==> src/rtl/apu_frame_counter.sv <==
// APU frame sequencer: quarter/half-frame pulses and the frame IRQ flag, advanced by CPU-cycle strobes.
// Latency: pulses are registered and appear one clk after the cpu_ce that caused them; irq/mode are register levels.
// No backpressure: all state moves only on cpu_ce; a $4017 write restarts the sequence after a 3/4-cycle delay.
module apu_frame_counter #(
  parameter int unsigned STEP1 = 7457,
  parameter int unsigned STEP2 = 14913,
  parameter int unsigned STEP3 = 22371,
  parameter int unsigned STEP4 = 29829,
  parameter int unsigned STEP5 = 37281
) (
  input  logic       clk,
  input  logic       rst,
  input  logic       cpu_ce,
  input  logic       wr_4017,
  input  logic [1:0] wr_data,
  input  logic       irq_clr,
  output logic       quarterframe,
  output logic       halfframe,
  output logic       frame_irq,
  output logic       mode
);

  localparam logic [15:0] C_S1  = 16'(STEP1);
  localparam logic [15:0] C_S2  = 16'(STEP2);
  localparam logic [15:0] C_S3  = 16'(STEP3);
  localparam logic [15:0] C_S4M = 16'(STEP4 - 1);
  localparam logic [15:0] C_S4  = 16'(STEP4);
  localparam logic [15:0] C_S4P = 16'(STEP4 + 1);
  localparam logic [15:0] C_S5  = 16'(STEP5);
  localparam logic [15:0] C_S5P = 16'(STEP5 + 1);

  logic [15:0] cnt;
  logic        inhibit;
  logic        cyc_odd;
  logic        pending;
  logic [2:0]  dly;

  logic ev_q;
  logic ev_h;
  logic ev_irq;
  logic ev_wrap;
  logic dly_fire;

  // Decode count-based sequencer events from the pre-increment count and the current mode
  always_comb begin
    ev_q    = 1'b0;
    ev_h    = 1'b0;
    ev_irq  = 1'b0;
    ev_wrap = 1'b0;
    if (!mode) begin
      if (cnt == C_S1 || cnt == C_S3) ev_q = 1'b1;
      if (cnt == C_S2 || cnt == C_S4) begin
        ev_q = 1'b1;
        ev_h = 1'b1;
      end
      if (cnt == C_S4M || cnt == C_S4 || cnt == C_S4P) ev_irq = 1'b1;
      if (cnt == C_S4P) ev_wrap = 1'b1;
    end else begin
      if (cnt == C_S1 || cnt == C_S3) ev_q = 1'b1;
      if (cnt == C_S2 || cnt == C_S5) begin
        ev_q = 1'b1;
        ev_h = 1'b1;
      end
      if (cnt == C_S5P) ev_wrap = 1'b1;
    end
  end

  // A fresh write restarts the delay, so it also cancels a reset that would fire this cycle
  assign dly_fire = pending && (dly == 3'd1) && !wr_4017;

  // Sequencer state, pulse outputs, IRQ flag and the $4017 delayed-reset machinery
  always_ff @(posedge clk) begin
    if (rst) begin
      cnt          <= 16'd0;
      mode         <= 1'b0;
      inhibit      <= 1'b0;
      cyc_odd      <= 1'b0;
      pending      <= 1'b0;
      dly          <= 3'd0;
      quarterframe <= 1'b0;
      halfframe    <= 1'b0;
      frame_irq    <= 1'b0;
    end else begin
      quarterframe <= 1'b0;
      halfframe    <= 1'b0;
      if (cpu_ce) begin
        cyc_odd <= ~cyc_odd;

        // Delayed reset takes over the count and replaces count-based events;
        // in 5-step mode it clocks the units immediately.
        if (dly_fire) begin
          cnt          <= 16'd0;
          quarterframe <= mode;
          halfframe    <= mode;
        end else begin
          cnt          <= ev_wrap ? 16'd0 : cnt + 16'd1;
          quarterframe <= ev_q;
          halfframe    <= ev_h;
        end

        // Inhibiting write clears outright; otherwise a set beats an acknowledge
        if (wr_4017 && wr_data[0]) begin
          frame_irq <= 1'b0;
        end else if (!dly_fire && ev_irq && !inhibit) begin
          frame_irq <= 1'b1;
        end else if (irq_clr) begin
          frame_irq <= 1'b0;
        end

        if (wr_4017) begin
          mode    <= wr_data[1];
          inhibit <= wr_data[0];
          pending <= 1'b1;
          dly     <= cyc_odd ? 3'd4 : 3'd3;
        end else if (pending) begin
          if (dly == 3'd1) pending <= 1'b0;
          dly <= dly - 3'd1;
        end
      end
    end
  end

endmodule

==> config.mk <==
export PLATFORM = sky130hd
export DESIGN_NAME = apu_frame_counter
export DESIGN_NICKNAME = d
export VERILOG_FILES = /design/src/rtl/apu_frame_counter.sv
export SDC_FILE = /design/constraint.sdc
export NUM_CORES = 1
export LEC_CHECK = 0
export BUFFER_PORTS_ARGS = -buffer_cell sky130_fd_sc_hd__buf_4
export CAP_MARGIN = 20
export CELL_PAD_IN_SITES_DETAIL_PLACEMENT = 0
export CELL_PAD_IN_SITES_GLOBAL_PLACEMENT = 1
export CORE_ASPECT_RATIO = 1.4
export CORE_MARGIN = 2
export CORE_UTILIZATION = 43
export CTS_BUF_LIST = sky130_fd_sc_hd__clkbuf_2
export CTS_CLUSTER_DIAMETER = 100
export DETAILED_ROUTE_END_ITERATION = 8
export PLACE_DENSITY_LB_ADDON = 0.1
export SLEW_MARGIN = 30
export SYNTH_ARGS = -nofsm -noshare
export SYNTH_HDL_FRONTEND = slang
export SYNTH_SLANG_ARGS = --single-unit
==> constraint.sdc <==
create_clock -name clk -period 1.8 [get_ports clk]
set_input_delay 0.36 -clock clk [delete_from_list [all_inputs] [get_ports clk]]
set_output_delay 0.36 -clock clk [all_outputs]
set_load 0.01 [all_outputs]
Word level (Yosys, flattened, before mapping) --
Cells that the tools add are included.
Storage, ports and cells: logic and storage cells 66, bits in registers 26, output and inout bits 4, input bits 7
Cells by class: add/subtract/negate cells 2, reduce and logical (&&, ||, !) cells 19, muxes and demuxes 25, equality and inequality tests 9, bitwise gates (word level) 2
Operators with widths (count):
- $eq 16x15->1 const B | 4
- $eq 16x16->1 const B | 2
- $mux 16 | 2
- $mux 1 | 20
- $add 16x1->16 const B | 1
- $eq 16x13->1 const B | 1
- $eq 16x14->1 const B | 1
- $mux 3 | 3
- $reduce_and 2->1 | 3
- $logic_and 1x1->1 | 5
- $logic_or 1x1->1 | 5
- $eq 3x1->1 const B | 1
- $logic_not 1->1 | 3
- $reduce_bool 3->1 | 1
- $sub 3x1->3 const B | 1
- $not 1->1 | 2
- $reduce_bool 2->1 | 1
- $reduce_or 2->1 | 1

Depth between registers and ports, before layout --
Gate-level depths: netlist of the first run.
depth in word-level cells 9, depth in mapped cells 8

Worst setup path before layout of the first run --
No wires, ideal clock.
path type reg-to-reg, start point register dly[0], end point register quarterframe, buffers on the path 1, arrival 1.524 ns, slack 0.160 ns, cell stages (with the launch flop) 8, clock period less this slack 1.640 ns, path through dfxtp_1 ha_1 nor4bb_1 clkbuf_1 nand3b_1 o31a_1 o21ai_0 a31o_2
Between the ends: word-level cells in the longest chain between the ends 4
Ends and longest elaborated chain:
- start: declaration | line 36 | logic [2:0] dly;
- start signal: assignment | line 114 | dly <= cyc_odd ? 3'd4 : 3'd3;
- start signal: assignment | line 117 | dly <= dly - 3'd1;
- $eq 3x1->1 | line 69 | assign dly_fire = pending && (dly == 3'd1) && !wr_4017;
- $logic_and 1x1->1 (2 in a row) | line 69
- $mux 1 | line 91 | if (dly_fire) begin
- end signal: assignment | line 93 | quarterframe <= mode;
- end signal: assignment | line 97 | quarterframe <= ev_q;
- end: declaration | line 17 | output logic quarterframe,
No other way between the ends. A chain may end at the register's enable or synchronous reset.

Worst setup path after layout of the first run --
start point register dly[1], end point register frame_irq
Between the ends: word-level cells in the longest chain between the ends 8
Ends and longest elaborated chain:
- $eq 3x1->1 * | line 69
- $logic_and 1x1->1 * (2 in a row) | line 69
- $logic_not 1->1 * | line 104 | end else if (!dly_fire && ev_irq && !inhibit) begin
- $logic_and 1x1->1 * (2 in a row) | line 104
- $reduce_bool 3->1 (no line) or $mux 1 (tied branches)
- $reduce_and 2->1 (no line) or $mux 1 (tied branches)
- end signal: assignment | line 103 | frame_irq <= 1'b0;
- end signal: assignment | line 105 | frame_irq <= 1'b1;
- end signal: assignment | line 107 | frame_irq <= 1'b0;
- end: declaration | line 19 | output logic frame_irq,
Every way passes the cells marked *; elsewhere a longest branch is shown, timed or not.

==> metrics.cfg, run 1 <==
[status]
status=finished, final reports clean

[yosys]
ys_async_sr_fraction_pct=0
yosys.area_share.simple_pct=32.7
synth_most_common_cell=dfxtp_1
synth_xor_xnor_area_share_pct=9.28
synthTopCellsByArea=dfxtp_1 37%, nor2_1 6.6%, xnor2_1 5.6%, ha_1 5.3%, xor2_1 3.7%
yosys.cell_types.count=34
synth_top_family_by_area=simple AND/OR/NAND/NOR gates
synth-seq-area-share_pct=36.7
synth_compound_area_share_pct=10.9
synth_top_cell_area_share_pct=36.7
synthAdderAreaFrac_pct=5.30
synthCells=168
syn_area_sq_mm=0.00142
yosys-top-cells-count=26 x dfxtp_1, 25 x nor2_1, 12 x nand2_1, 9 x xnor2_1, 8 x a21oi_1
synth_top_cell_by_area=dfxtp_1
yosys_most_used_dff=dfxtp_1
ys_ff_latch=26
ys_warn_count=0
avgSynthCellArea_sq_um=8.43
synth_mux_area_share_pct=0
synth_edf_count=0
syn_nets=181

[setup_path]
critical_path.cell_chain=inv_1, ha_2, nor4bb_4, buf_4, nor4b_2, nand4_1, a211oi_1
critical_path_arrival_ns=1.97
critPathMaxFanout=8
cp_slowest_stage_delay_ns=0.39
endpoint_kind=register
slowest_stage=dfxtp_2
cp.required_ns=2.07
path_class=register to register
start_kind=register

[timing]
min_period_ns=1.70
skew_ns=0.0152
period_share_pct=94.3
grt_setup_unrepaired=false
worst_pin_slew_ns=0.432
drv_slew=0
finalWorstSetupSlack_ns=0.103
fin_tns_setup_ns=0
slew_headroom_pct=71.0
setup_violations=0
hold_viol=0
fmax_ghz=0.589

[route]
wirelength_mm=3.47
antenna_left=0
first_pass_iters=4
drtIter0Drc=32
via_per_inst=5.56
vias=1295
routedWlPerCell_microns=14.9
remaining_drc_errors=0

[cts]
clk_pin_slew_worst_paths_ns=0.25
clock-sinks=26
clockBufferDepth=2
clockRootBuffer=clkbuf_2
cts_hold_buf=0
cts_tree=yes
htree_num_levels=1
clk_latency_ns=0.34
cts_made_buffers=3

[grt]
antenna_found_initial=0
grt_max_degree=16
track_usage_pct=20.5
grt_pass1_vias=1279
grt_pass1_wl_mm=5.92
overflow=0

[power]
power_leakage_nw=0.633
power_density_mw_per_mm2=551
ir_worst_vdd_mv=0.302

[layout]
synthToLayoutAreaGrowth_pct=23.6
diodes=0
fillerInstances=304
final_cell_area_sq_mm=0.00175
fin_nets=208
final_layout_size_suffix_gt1_share_pct=25.8

[run]
drv_cap=0

[placement]
portBuffers=10
pre_cts_slack_ns=0.0484
dpl_cell_area_sq_mm=0.00165
dpl.hpwl_mm=2.57
gp_congestion=0.925

[die]
core_sq_mm=0.00312
start_util_pct=45.4
die_area_sq_mm=0.00378
die_x_microns=52.5
rows=24
die_h_microns=71.9
io_pins=11

[min_path]
hp-class=input port to register

==> repair_timing <==
action,CTS,global route
gates resized for setup,0,13
setup endpoints to repair,0,19
setup buffers,0,2
==> layout by cell type, fill, tap and decap left out, drive strengths merged <==
| master | count |
|---|---|
| and3 | 3 |
| xnor2 | 9 |
| nand4 | 6 |
| ha | 6 |
| o31ai | 2 |
| o31a | 1 |
| and4 | 2 |
| clkbuf | 3 |
| a31o | 1 |
| a31oi | 1 |
| or3 | 1 |
| dfxtp | 26 |
| nand4bb | 1 |
| a22oi | 1 |
| a211oi | 2 |
| buf | 31 |
| o21ai | 7 |
| a21oi | 8 |
| nor3 | 8 |
| nor2 | 25 |
| xor2 | 6 |
| inv | 7 |
| nor4bb | 3 |
| and4b | 1 |
| clkinv | 1 |
| nand2 | 12 |
| nor4b | 6 |
| nand3 | 7 |
| nand3b | 4 |
| nor2b | 3 |
==> routing by layer <==
layer	track usage (%)	part of all wire [%]	vias to the layer above
met5	0	0	-
met4	6.84	1.2	0
met3	1.85	2.2	4
met2	37.8	56	13
met1	24.0	40	638
li1	-	-	640
==> where the power goes <==
group,switching [mW],internal [mW]
Combinational,0.0680,0.0657
Clock,0.169,0.0483
Sequential,0.0193,0.594
==> state kept, by name, indices dropped and copies added, names as in the netlist <==
register	cells
quarterframe	1
inhibit	1
pending	1
frame_irq	1
cnt	16
mode	1
dly	3
halfframe	1
cyc_odd	1
==> worst max-delay path: cells and delay by family, from the launching register on <==
kind                     cells  cell delay [ns]
buffers and inverters        2             0.22
AO/OA/AOI/OAI                1             0.25
AND/OR/NAND/NOR              3             0.59
adder cells (fa/ha/maj)      1             0.17
flip-flops                   1             0.39
==> metrics by stage <==
stage	utilization, %	hold WS, ns	std cells	power [mW]
after global routing	56.0	0.206	233	1.03
after floorplan	-	0.441	168	0.701
after detailed placement	52.8	0.452	227	0.748
after CTS	53.4	0.219	231	0.973
final	56.0	0.239	233	0.965
after global placement	52.8	0.457	227	0.745
==> final timing paths <==
kind | startpoint | to | slack (ns) | cells past startpoint
min reg2reg | frame_irq | frame_irq | 0.48 | 2
max | dly[1] | frame_irq | 0.10 | 7
min | rst | dly[1] | 0.24 | 2
max reg2reg | dly[1] | frame_irq | 0.10 | 7
==> layout make-up <==
cell class / count / area, sq um / share of cell area (%)
Clock inverter: 1 / 3.75 / 0.214
Sequential cell: 26 / 524 / 29.9
Inverter: 7 / 26.3 / 1.50
Timing Repair Buffer: 31 / 245 / 14.0
Tap cell: 39 / 48.8 / 2.79
Multi-Input combinational cell: 126 / 887 / 50.7
Clock buffer: 3 / 15.0 / 0.858
==> cell families after synthesis <==
family	count (synthesis)
adders and majority gates	6
xor gates and xnor gates	15
DFF	26
AOI/OAI and AO/OA	23
and+or+nand+nor	82
buffers and inverters	16
Power figures use the tool's default switching activity.
==> inputs of run 2 (changes only) <==
- clock period: 1.8 -> 1.6 ns (I/O delays scaled with it)
==> metrics.cfg, run 2 (synthesis gave the netlist of run 1 again) <==
[status]
status=finished with violations
violations=setup timing

[timing]
skew_ns=0.0256
hold_viol=0
min_period_ns=1.62
fmax_ghz=0.617
setup_violations=1
fin_tns_setup_ns=-0.0197
slew_headroom_pct=79.0
period_share_pct=101
worst_pin_slew_ns=0.313
finalWorstSetupSlack_ns=-0.0197
whs_ns=0.207
grt_setup_unrepaired=true
drv_slew=0

[grt]
track_usage_pct=22.2
grt_max_degree=16
grt_pass1_vias=1354
antenna_found_initial=0
grt_pass1_wl_mm=6.33
overflow=0

[die]
die_h_microns=71.9
start_util_pct=45.4
die_area_sq_mm=0.00378
rows=24
io_pins=11
core_sq_mm=0.00312
die_x_microns=52.5

[layout]
final_core_util_pct=62.1
synthToLayoutAreaGrowth_pct=37.0
final_layout_size_suffix_gt1_share_pct=38.9
diodes=0
largest_register_ffs=16
top_register=cnt
mostFrequentLayoutCell=buf_4
final_cell_mix=43 x buf_4, 24 x nor2_1, 12 x nand2_1, 12 x dfxtp_1
fin_nets=222
reg.largest.list=cnt (16), dly (3)
fin_cells=247

[power]
finalPower_mw=1.13
power_leakage_nw=0.721
power_density_mw_per_mm2=581
ir_worst_vdd_mv=0.452

[setup_path]
start_kind=register
reg2reg_from=cnt[11]
path_class=register to register
cp-startpoint=cnt[11]
r2r_setup_slack_ns=-0.02
endpoint_kind=register
r2r-end=frame_irq
worstRegToRegCells=6
critPathMaxFanout=2
cp.required_ns=1.91
critical_path_arrival_ns=1.93
endpoint=frame_irq

[run]
drv_cap=0

[placement]
dpl.hpwl_mm=2.77
portBuffers=10
dp.cells=239
gp_congestion=0.893

[route]
drtIter0Drc=29
vias=1348
first_pass_iters=4
routedWlPerCell_microns=15.1
via_per_inst=5.46
antenna_left=0
remaining_drc_errors=0
wirelength_mm=3.74

[cts]
cts_made_buffers=3
clk_pin_slew_worst_paths_ns=0.25
clk_latency_ns=0.38
clockRootBuffer=clkbuf_2
htree_num_levels=1
clock-sinks=26
cts_hold_buf=0
clockBufferDepth=2
cts_tree=yes

[min_path]
hp-class=input port to register

[run 2: cell count changes in the layout (fill, tap and decap cells not counted), moves of 3 or more]
cell,before,now
buf_4,30,43
dfxtp_1,23,12
dfxtp_2,3,9
dfxtp_4,0,5
nor4b_1,4,1
nor4b_2,1,4
[run 2: worst max-delay path, stage by stage (launching register included)]
cell	delay [ns]
dfxtp_2	0.38
nand4bb_4	0.24
nor4b_4	0.37
buf_4	0.17
buf_4	0.09
nand4_1	0.10
a211oi_2	0.23
[run 2: stage by stage]
stage / cell area (sq um) / setup WS (ns)
global route: 1940 / -0.0957
global placement: 1740 / -0.0308
detailed placement: 1740 / -0.0896
finish: 1940 / -0.0197
floorplan: 1420 / 0.0175
CTS: 1860 / 0.00147
[run 2: how the worst min path moves through the flow]
stage / startpoint / end / slack [ns] / cells past startpoint
6_report: irq_clr / frame_irq / 0.21 / 4
5_1_grt: irq_clr / frame_irq / 0.20 / 4
4_1_cts: irq_clr / frame_irq / 0.21 / 4
3_5_place_dp: frame_irq / frame_irq / 0.47 / 2
3_3_place_gp: frame_irq / frame_irq / 0.45 / 2
2_1_floorplan: pending / pending / 0.44 / 2
[run 2: cell type report]
type,count,area [sq um]
timing repair buffer,45,354
clock inverter,1,3.75
clock buffer,3,15.0
fill,297,1180
sequential,26,551
tap,39,48.8
multi-input combinational,126,942
inverter,7,26.3
[run 2: where the power goes]
| part | total [mW] | switching [mW] | internal, mW |
|---|---|---|---|
| combinational | 0.170 | 0.0823 | 0.0874 |
| sequential | 0.684 | 0.0213 | 0.663 |
| clock | 0.273 | 0.218 | 0.0542 |
[run 2: routing by layer]
metal	vias up	GRT usage, %	part of all wire (%)
met2	20	39.2	54
met3	12	2.06	1.4
met5	-	0	0
li1	670	-	-
met1	646	25.6	41
met4	0	12.0	3.8
[run 2: timing repair]
item                                   CTS  global route
setup endpoints to repair               18            19
endpoints found under the hold margin    0             0
resized for setup                       23            17
setup buffers                            5             1
pin swaps                                7             3
